===== config.mk =====
export PLATFORM = sky130hd
export DESIGN_NAME = lsu_dmem_master
export DESIGN_NICKNAME = d
export VERILOG_FILES = /design/src/rtl/lsu_pkg.sv /design/src/rtl/lsu_align.sv /design/src/rtl/lsu_dmem_master.sv
export SDC_FILE = /design/constraint.sdc
export NUM_CORES = 1
export LEC_CHECK = 0
export ABC_AREA = 1
export CAP_MARGIN = 20
export CELL_PAD_IN_SITES_DETAIL_PLACEMENT = 0
export CELL_PAD_IN_SITES_GLOBAL_PLACEMENT = 1
export CORE_MARGIN = 5
export CORE_UTILIZATION = 23
export CTS_CLUSTER_SIZE = 16
export DETAILED_ROUTE_END_ITERATION = 7
export DONT_BUFFER_PORTS = 1
export PLACE_DENSITY_LB_ADDON = 0.1
export SETUP_SLACK_MARGIN = 0.4
export SLEW_MARGIN = 10
export SYNTH_ARGS = -nofsm -noshare
export SYNTH_HDL_FRONTEND = slang
export SYNTH_SLANG_ARGS = --single-unit
export TNS_END_PERCENT = 5

===== constraint.sdc =====
create_clock -name clk_i -period 2.8 [get_ports clk_i]
set_clock_uncertainty 0.1 [all_clocks]
set_input_delay 0.56 -clock clk_i [delete_from_list [all_inputs] [get_ports clk_i]]
set_output_delay 0.56 -clock clk_i [all_outputs]
set_load 0.05 [all_outputs]

===== src/rtl/lsu_pkg.sv =====
// Shared definitions for the load/store unit: op encodings, FSM states and
// the encoding legality helper.
package lsu_pkg;

  localparam int MASK_W = 4;

  localparam logic [2:0] LSU_OP_B  = 3'b000;
  localparam logic [2:0] LSU_OP_H  = 3'b001;
  localparam logic [2:0] LSU_OP_W  = 3'b010;
  localparam logic [2:0] LSU_OP_BU = 3'b100;
  localparam logic [2:0] LSU_OP_HU = 3'b101;

  typedef enum logic [1:0] {
    ST_IDLE    = 2'd0,
    ST_ISSUE   = 2'd1,
    ST_CAPTURE = 2'd2,
    ST_RESP    = 2'd3
  } lsu_state_e;

  // Unsigned sizes only make sense for loads.
  function automatic logic lsu_op_legal(input logic we, input logic [2:0] op);
    case (op)
      LSU_OP_B, LSU_OP_H, LSU_OP_W: return 1'b1;
      LSU_OP_BU, LSU_OP_HU:         return !we;
      default:                      return 1'b0;
    endcase
  endfunction

endpackage


===== src/rtl/lsu_align.sv =====
// Combinational byte-lane logic: write mask, store-data replication and
// load-data extraction with sign/zero extension.
module lsu_align
  import lsu_pkg::*;
(
  input  logic [2:0]        op,
  input  logic [1:0]        addr_lo,
  input  logic [31:0]       wdata,
  input  logic [31:0]       rdata,
  output logic [MASK_W-1:0] we_mask,
  output logic [31:0]       wdata_rep,
  output logic [31:0]       rdata_ext
);

  logic        is_word;
  logic        is_half;
  logic [1:0]  lane;
  logic [31:0] shifted;

  assign is_word = (op[1:0] == 2'b10);
  assign is_half = (op[1:0] == 2'b01);

  // Halves use only addr[1]; words always start at lane 0.
  assign lane    = is_word ? 2'b00 : (is_half ? {addr_lo[1], 1'b0} : addr_lo);
  assign we_mask = is_word ? 4'b1111 : (is_half ? (4'b0011 << lane) : (4'b0001 << lane));
  assign shifted = rdata >> {lane, 3'b000};

  genvar gi;
  generate
    for (gi = 0; gi < MASK_W; gi++) begin : g_rep
      assign wdata_rep[8*gi +: 8] = is_word ? wdata[8*gi +: 8] :
                                    (is_half ? wdata[8*(gi%2) +: 8] : wdata[7:0]);
    end
  endgenerate

  always_comb begin
    rdata_ext = shifted;
    case (op)
      LSU_OP_B:  rdata_ext = {{24{shifted[7]}}, shifted[7:0]};
      LSU_OP_H:  rdata_ext = {{16{shifted[15]}}, shifted[15:0]};
      LSU_OP_BU: rdata_ext = {24'b0, shifted[7:0]};
      LSU_OP_HU: rdata_ext = {16'b0, shifted[15:0]};
      default:   rdata_ext = shifted;
    endcase
  end

endmodule


===== src/rtl/lsu_dmem_master.sv =====
// Load/store initiator for the data SRAM port: one request at a time,
// IDLE -> ISSUE -> (CAPTURE) -> RESP. Define LSU_MISALIGN_CHECK_EN to fault
// misaligned H/HU/SH/W/SW without touching memory.
module lsu_dmem_master
  import lsu_pkg::*;
#(
  parameter int ADDR_W = 32,
  parameter int DATA_W = 32
) (
  input  logic              clk_i,
  input  logic              rst_n_i,
  input  logic              req_valid_i,
  output logic              req_ready_o,
  input  logic              req_we_i,
  input  logic [2:0]        req_op_i,
  input  logic [ADDR_W-1:0] req_addr_i,
  input  logic [DATA_W-1:0] req_wdata_i,
  output logic              resp_valid_o,
  input  logic              resp_ready_i,
  output logic [DATA_W-1:0] resp_rdata_o,
  output logic              resp_err_o,
  output logic              dmem_ren_o,
  output logic              dmem_wen_o,
  output logic [ADDR_W-1:0] dmem_addr_o,
  output logic [DATA_W-1:0] dmem_wdata_o,
  output logic [MASK_W-1:0] dmem_we_mask_o,
  input  logic [DATA_W-1:0] dmem_rdata_i,
  input  logic [1:0]        dmem_resp_i
);

  lsu_state_e        state_reg, state_next;
  logic              we_reg, we_next;
  logic [2:0]        op_reg, op_next;
  logic [ADDR_W-1:0] addr_reg, addr_next;
  logic [DATA_W-1:0] wdata_reg, wdata_next;
  logic [DATA_W-1:0] rdata_reg, rdata_next;
  logic              err_reg, err_next;

  logic              misalign;
  logic              issue;
  logic [MASK_W-1:0] align_mask;
  logic [DATA_W-1:0] align_wdata;
  logic [DATA_W-1:0] align_rdata;

`ifdef LSU_MISALIGN_CHECK_EN
  assign misalign = ((req_op_i[1:0] == 2'b01) && req_addr_i[0]) ||
                    ((req_op_i[1:0] == 2'b10) && (req_addr_i[1:0] != 2'b00));
`else
  assign misalign = 1'b0;
`endif

  lsu_align u_align (
    .op        (op_reg),
    .addr_lo   (addr_reg[1:0]),
    .wdata     (wdata_reg),
    .rdata     (dmem_rdata_i),
    .we_mask   (align_mask),
    .wdata_rep (align_wdata),
    .rdata_ext (align_rdata)
  );

  always_ff @(posedge clk_i or negedge rst_n_i) begin
    if (!rst_n_i) begin
      state_reg <= ST_IDLE;
      we_reg    <= 1'b0;
      op_reg    <= '0;
      addr_reg  <= '0;
      wdata_reg <= '0;
      rdata_reg <= '0;
      err_reg   <= 1'b0;
    end else begin
      state_reg <= state_next;
      we_reg    <= we_next;
      op_reg    <= op_next;
      addr_reg  <= addr_next;
      wdata_reg <= wdata_next;
      rdata_reg <= rdata_next;
      err_reg   <= err_next;
    end
  end

  always_comb begin
    state_next = state_reg;
    we_next    = we_reg;
    op_next    = op_reg;
    addr_next  = addr_reg;
    wdata_next = wdata_reg;
    rdata_next = rdata_reg;
    err_next   = err_reg;
    case (state_reg)
      ST_IDLE: begin
        if (req_valid_i) begin
          we_next    = req_we_i;
          op_next    = req_op_i;
          addr_next  = req_addr_i;
          wdata_next = req_wdata_i;
          rdata_next = '0;
          err_next   = 1'b0;
          if (!lsu_op_legal(req_we_i, req_op_i) || misalign) begin
            err_next   = 1'b1;
            state_next = ST_RESP;
          end else begin
            state_next = ST_ISSUE;
          end
        end
      end
      ST_ISSUE: begin
        if (we_reg) begin
          err_next   = |dmem_resp_i;
          state_next = ST_RESP;
        end else begin
          state_next = ST_CAPTURE;
        end
      end
      ST_CAPTURE: begin
        err_next   = |dmem_resp_i;
        rdata_next = (|dmem_resp_i) ? '0 : align_rdata;
        state_next = ST_RESP;
      end
      ST_RESP: begin
        if (resp_ready_i) state_next = ST_IDLE;
      end
      default: state_next = ST_IDLE;
    endcase
  end

  // Memory-side outputs are forced to zero outside the single ISSUE cycle.
  assign issue          = (state_reg == ST_ISSUE);
  assign req_ready_o    = (state_reg == ST_IDLE);
  assign dmem_ren_o     = issue && !we_reg;
  assign dmem_wen_o     = issue && we_reg;
  assign dmem_addr_o    = issue ? {addr_reg[ADDR_W-1:2], 2'b00} : '0;
  assign dmem_wdata_o   = (issue && we_reg) ? align_wdata : '0;
  assign dmem_we_mask_o = (issue && we_reg) ? align_mask : '0;

  assign resp_valid_o = (state_reg == ST_RESP);
  assign resp_rdata_o = rdata_reg;
  assign resp_err_o   = err_reg;

endmodule


Yosys cells after proc, flatten, opt, wreduce, memory -nomap -nowiden
Index checks and enable logic that the tools add are counted.
{ "op_classes": {"eq_ne": 15, "n_reduce_logical": 16, "shift": 3, "muxes": 27} }
{ "ops": {"columns": ["op", "n"], "rows": [
  ["32-bit 2-to-1 mux", 4],
  ["32-bit case mux with 4 select lines", 1],
  ["32-bit case mux with 2 select lines", 1],
  ["8-bit 2-to-1 mux", 4],
  ["32-bit by 5-bit right shift with 32-bit output", 1],
  ["3-bit equality test, second input constant", 4],
  ["4-bit 2-to-1 mux", 3],
  ["2-bit 2-to-1 mux", 4],
  ["2-bit case mux with 4 select lines", 1],
  ["1-bit 2-to-1 mux", 7],
  ["2-bit equality test, second input constant", 3],
  ["3-bit by 1-bit equality test with 1-bit output, second input constant", 2],
  ["3-bit logical NOT", 2],
  ["2-bit AND reduction", 3],
  ["2-bit by 1-bit equality test with 1-bit output, second input constant", 2],
  ["2-bit inequality test, second input constant", 2],
  ["2-bit OR reduction", 2],
  ["1-bit by 2-bit << shifter with 4-bit output, first input constant", 1],
  ["2-bit by 2-bit << shifter with 4-bit output, first input constant", 1],
  ["3-bit by 2-bit equality test with 1-bit output, second input constant", 1],
  ["1-bit case mux with 3 select lines", 1],
  ["3-bit AND reduction", 1],
  ["3-bit nonzero test", 1],
  ["3-bit OR reduction", 1],
  ["other kinds (6)", 8]
]} }
{ "totals": {"word_cells": 68, "reg_bits": 103, "inputBits": 106} }

Logic depth before layout (Yosys ltp)
{ "logic_depth": {"ltp_word": 8, "depth_mapped": 12} }

Hierarchy
From an unflattened synthesis, not the netlist that was laid out.
{ "hier_totals": {"cells_unflattened": 749, "area_unflattened_um2": 6120.9} }
{ "by_module_without_submodules": {"columns": ["module", "cells_each", "instances", "seq_area_each_um2", "area_each_um2"], "rows": [
  ["lsu_dmem_master", 480, 1, 2577.5, 4753.3],
  ["lsu_align", 269, 1, 0.0, 1367.6]
]} }

Worst setup path after synthesis
Ideal clock, no wire load.
{ "synth_path": {"kind": "register to output", "from": "register state_reg[1]", "to": "output port dmem_wdata_o[22]", "required_ps": 2140, "t_arrival_ps": 2463, "path_stages_with_launch": 8, "path_buffers": 1, "slack_ps": -323, "path_cell_list": "dfrtp_1 inv_1 ha_1 nand2_1 clkinv_1 clkbuf_1 o21ai_0 a21oi_1"} }
{ "synth_via": {"elab_chain_len": 3} }
{ "synth_lines": {"columns": ["item", "line_no", "text"], "rows": [
  ["start, declared", "lsu_dmem_master.sv:31", "lsu_state_e state_reg, state_next;"],
  ["start signal, assigned", "lsu_dmem_master.sv:72", "state_reg <= state_next;"],
  ["2-bit by 1-bit equality test with 1-bit output", "lsu_dmem_master.sv:128", "assign issue = (state_reg == ST_ISSUE);"],
  ["1-bit logical AND", null, null],
  ["named net dmem_wen_o", "lsu_dmem_master.sv:23", "output logic dmem_wen_o,"],
  ["32-bit 2-to-1 mux", "lsu_dmem_master.sv:133", "assign dmem_wdata_o = (issue && we_reg) ? align_wdata : '0;"],
  ["end, declared", "lsu_dmem_master.sv:25", "output logic [DATA_W-1:0] dmem_wdata_o,"]
]} }
The timed path passes the listed nets, and every way through them passes these cells.

Worst setup path after layout
{ "layout_path": {"from": "register state_reg[1]", "to": "output port dmem_addr_o[10]"} }
{ "layout_via": {"elab_chain_len": 2} }
{ "layout_lines": {"columns": ["item", "line_no", "text"], "rows": [
  ["2-bit by 1-bit equality test with 1-bit output", "lsu_dmem_master.sv:128", null],
  ["32-bit 2-to-1 mux", "lsu_dmem_master.sv:132", "assign dmem_addr_o = issue ? {addr_reg[ADDR_W-1:2], 2'b00} : '0;"],
  ["end, declared", "lsu_dmem_master.sv:24", "output logic [ADDR_W-1:0] dmem_addr_o,"]
]} }
Every way passes these cells.

==> flow_metrics.py <==
metrics = {
    "status": {
        "status": "complete, but fails checks",
        "failed_checks": "hold timing",
    },
    "cts": {
        "clock-sinks": 103,
        "h-tree-depth": 3,
        "cts_root_buf": "clkbuf_16",
        "clk_latency_ns": 0.35,
        "numCtsBuffers": 9,
        "cts_tree": "done",
        "cts.clk_slew.worst_paths_ns": 0.08,
        "clockBufferDepth": 2,
    },
    "floorplanning": {
        "fp.dieW_um": 164,
        "dieArea_sq_um": 26700,
        "core_sq_um": 23300,
        "start_util": 0.232,
        "die_h_um": 164,
        "rows": 56,
        "io_pins": 211,
    },
    "sta": {
        "fin_ws_ns": 0.403,
        "post-route-period-util": 0.856,
        "hold_viol_final": 103,
        "worst_slew_pin_slew_ns": 1.06,
        "fin_setup_tns_ns": 0,
        "setup_violations": 0,
        "fin_crit_ns": 2.40,
        "whs_ns": -0.199,
        "relSlewSlack": 0.293,
        "fmax_mhz": 417,
        "rsz0062_at_grt": "true",
        "slew_violations": 0,
    },
    "critical_path": {
        "critPathLaunchType": "flop",
        "path_class": "reg -> out",
        "path_max_fanout": 31,
        "setup.worst_path.end_class": "primary output",
        "cp.arrival_ns": 1.74,
        "required_ns": 2.14,
    },
    "detailed_routing": {
        "wl_mm": 19.2,
        "dr.pass1.iters": 4,
        "via_per_inst": 4.38,
        "route.detailed.drc": 0,
        "drtIter0Drc": 252,
        "vias": 4940,
        "route.antenna.remaining_nets": 0,
        "wl_per_cell_um": 17.0,
    },
    "pwr": {
        "total_power_uw": 9220,
        "cellLeakagePower_uw": 0.00340,
        "power.density_nw_per_um2": 1330,
        "irDropWorstVdd_uv": 361,
    },
    "logic_synthesis": {
        "synth-seq-area-share": 0.475,
        "ys_seq_elements": 103,
        "synth_common_cells": "356 x nand2_1, 103 x dfrtp_1, 63 x nor2_1, 57 x inv_1, 48 x nand3_1",
        "synth_edf_count": 0,
        "synth_top_area_cell": "dfrtp_1",
        "syn_area_per_cell_sq_um": 7.07,
        "ys.flop_type": "dfrtp_1",
        "synth_warnings": 0,
        "syn_area_sq_um": 5420,
        "synthesis.instances": 767,
        "ys_types": 32,
        "yosysTopAreaCellShare": 0.475,
        "async_reset_ff_frac": 1.00,
        "synth_most_common_cell": "nand2_1",
        "synth_area_leaders": "dfrtp_1 48%, nand2_1 25%, nand3_1 4.4%, nor2_1 4.4%, o21ai_0 4.1%",
    },
    "placed_design": {
        "hpwl_mm": 13.9,
        "gp_congestion": 0.810,
        "io_buffers": 0,
        "dp_slack_ns": 0.378,
    },
    "hold_path": {
        "min_path_type": "in -> async",
    },
    "job": {
        "drv_cap": 0,
    },
    "grt": {
        "antenna_found_initial": 0,
        "grt_max_degree": 104,
        "gr-total-overflow": 0,
        "grt_util_all_layers": 0.143,
        "grt_pass1_vias": 5246,
        "grt_pass1_wl_mm": 29.7,
    },
    "final_layout": {
        "nets": 913,
        "area_delta_synth_final_pct": 27.7,
        "n_antenna_cell": 0,
        "drive_above_1_share": 0.193,
    },
}
==> logic make-up (layout without fill, tap and decap cells) <==
family,Yosys count,in the layout,share of synthesized area
compound gates,70,70,0.0727
fa+ha+maj,4,4,0.00923
buf+inv,107,147,0.0810
flops,103,103,0.475
mux,1,1,0.00208
other cells,1,2,0.000692
simple gates,481,481,0.359
==> path summary, 6_finish.rpt <==
| path | start | to | slack, ns | cells past startpoint |
|---|---|---|---|---|
| worst min-delay path | rst_n_i | resp_rdata_o[6]$_DFFE_PN0P_ | -0.20 | 0 |
| worst min register to register | wdata_reg[23]$_DFFE_PN0P_ | wdata_reg[23]$_DFFE_PN0P_ | 0.38 | 2 |
| worst max register to register | state_reg[1]$_DFFE_PN0P_ | wdata_reg[1]$_DFFE_PN0P_ | 0.58 | 9 |
| worst max-delay path | state_reg[1]$_DFFE_PN0P_ | dmem_addr_o[10] | 0.40 | 5 |
| min in group clk_i | req_addr_i[22] | addr_reg[22]$_DFFE_PN0P_ | 0.21 | 2 |
| max in group asynchronous | rst_n_i | resp_rdata_o[24]$_DFFE_PN0P_ | 2.53 | 0 |
==> metrics by stage <==
| step | area, sq um | util | std cells |
|---|---|---|---|
| final | 6920 | 0.297 | 1127 |
| after global routing | 6920 | 0.297 | 1127 |
| after CTS | 6790 | 0.291 | 1121 |
| after detailed placement | 6210 | 0.266 | 1096 |
| after global placement | 6210 | 0.266 | 1096 |
| after floorplan | 5460 | - | 768 |
==> power by group <==
group	leakage [uW]	internal (uW)	switching (uW)	total, uW
Sequential	0.00132	2150	1230	3380
Clock	0.000156	786	596	1380
Combinational	0.00193	1320	3140	4460
==> critical path, stage by stage (launching register included) <==
cell and delay, ns:
dfrtp_1 0.41, inv_2 0.10, ha_4 0.14, buf_4 0.32, nand2_1 0.17, clkinvlp_4 0.24
==> cell type report <==
| type | instances | area, sq um |
|---|---|---|
| repair inverters | 1 | 8.76 |
| inverters | 64 | 377 |
| well taps | 319 | 399 |
| clock buffers | 9 | 225 |
| clock inverters | 7 | 95.1 |
| repair buffers | 66 | 673 |
| flip-flops and latches | 103 | 2580 |
| multi-input cells | 558 | 2570 |
| fillers | 2567 | 16400 |
==> metal layers <==
metal  part of all wire  vias up  track usage
li1                   -     2438            -
met1               0.42     2350        0.174
met2               0.49      144        0.243
met3              0.084        8       0.0527
met4             0.0086        0       0.0286
met5                  0        -            0
==> repair_timing <==
action,CTS,global route
gates cloned,2,0
hold endpoints to repair,103,103
resized for setup,54,17
pin swaps,2,5
buffers inserted,7,6
setup endpoints to repair,77,77
==> layout by cell type, fill, tap and decap left out, types with 3 or more instances in the layout <==
cell type / count
clkbuf_16: 9
nor2_4: 5
ha_1: 3
dfrtp_1: 102
inv_2: 4
buf_12: 12
o31ai_1: 7
o21ai_1: 6
a21oi_1: 3
nand2_1: 353
buf_4: 45
clkinvlp_4: 28
nand3_4: 3
o211ai_1: 7
inv_1: 29
nor2_2: 15
nor2_1: 44
o21ai_0: 43
buf_6: 8
nand3_1: 48
Power figures use the tool's default switching activity.
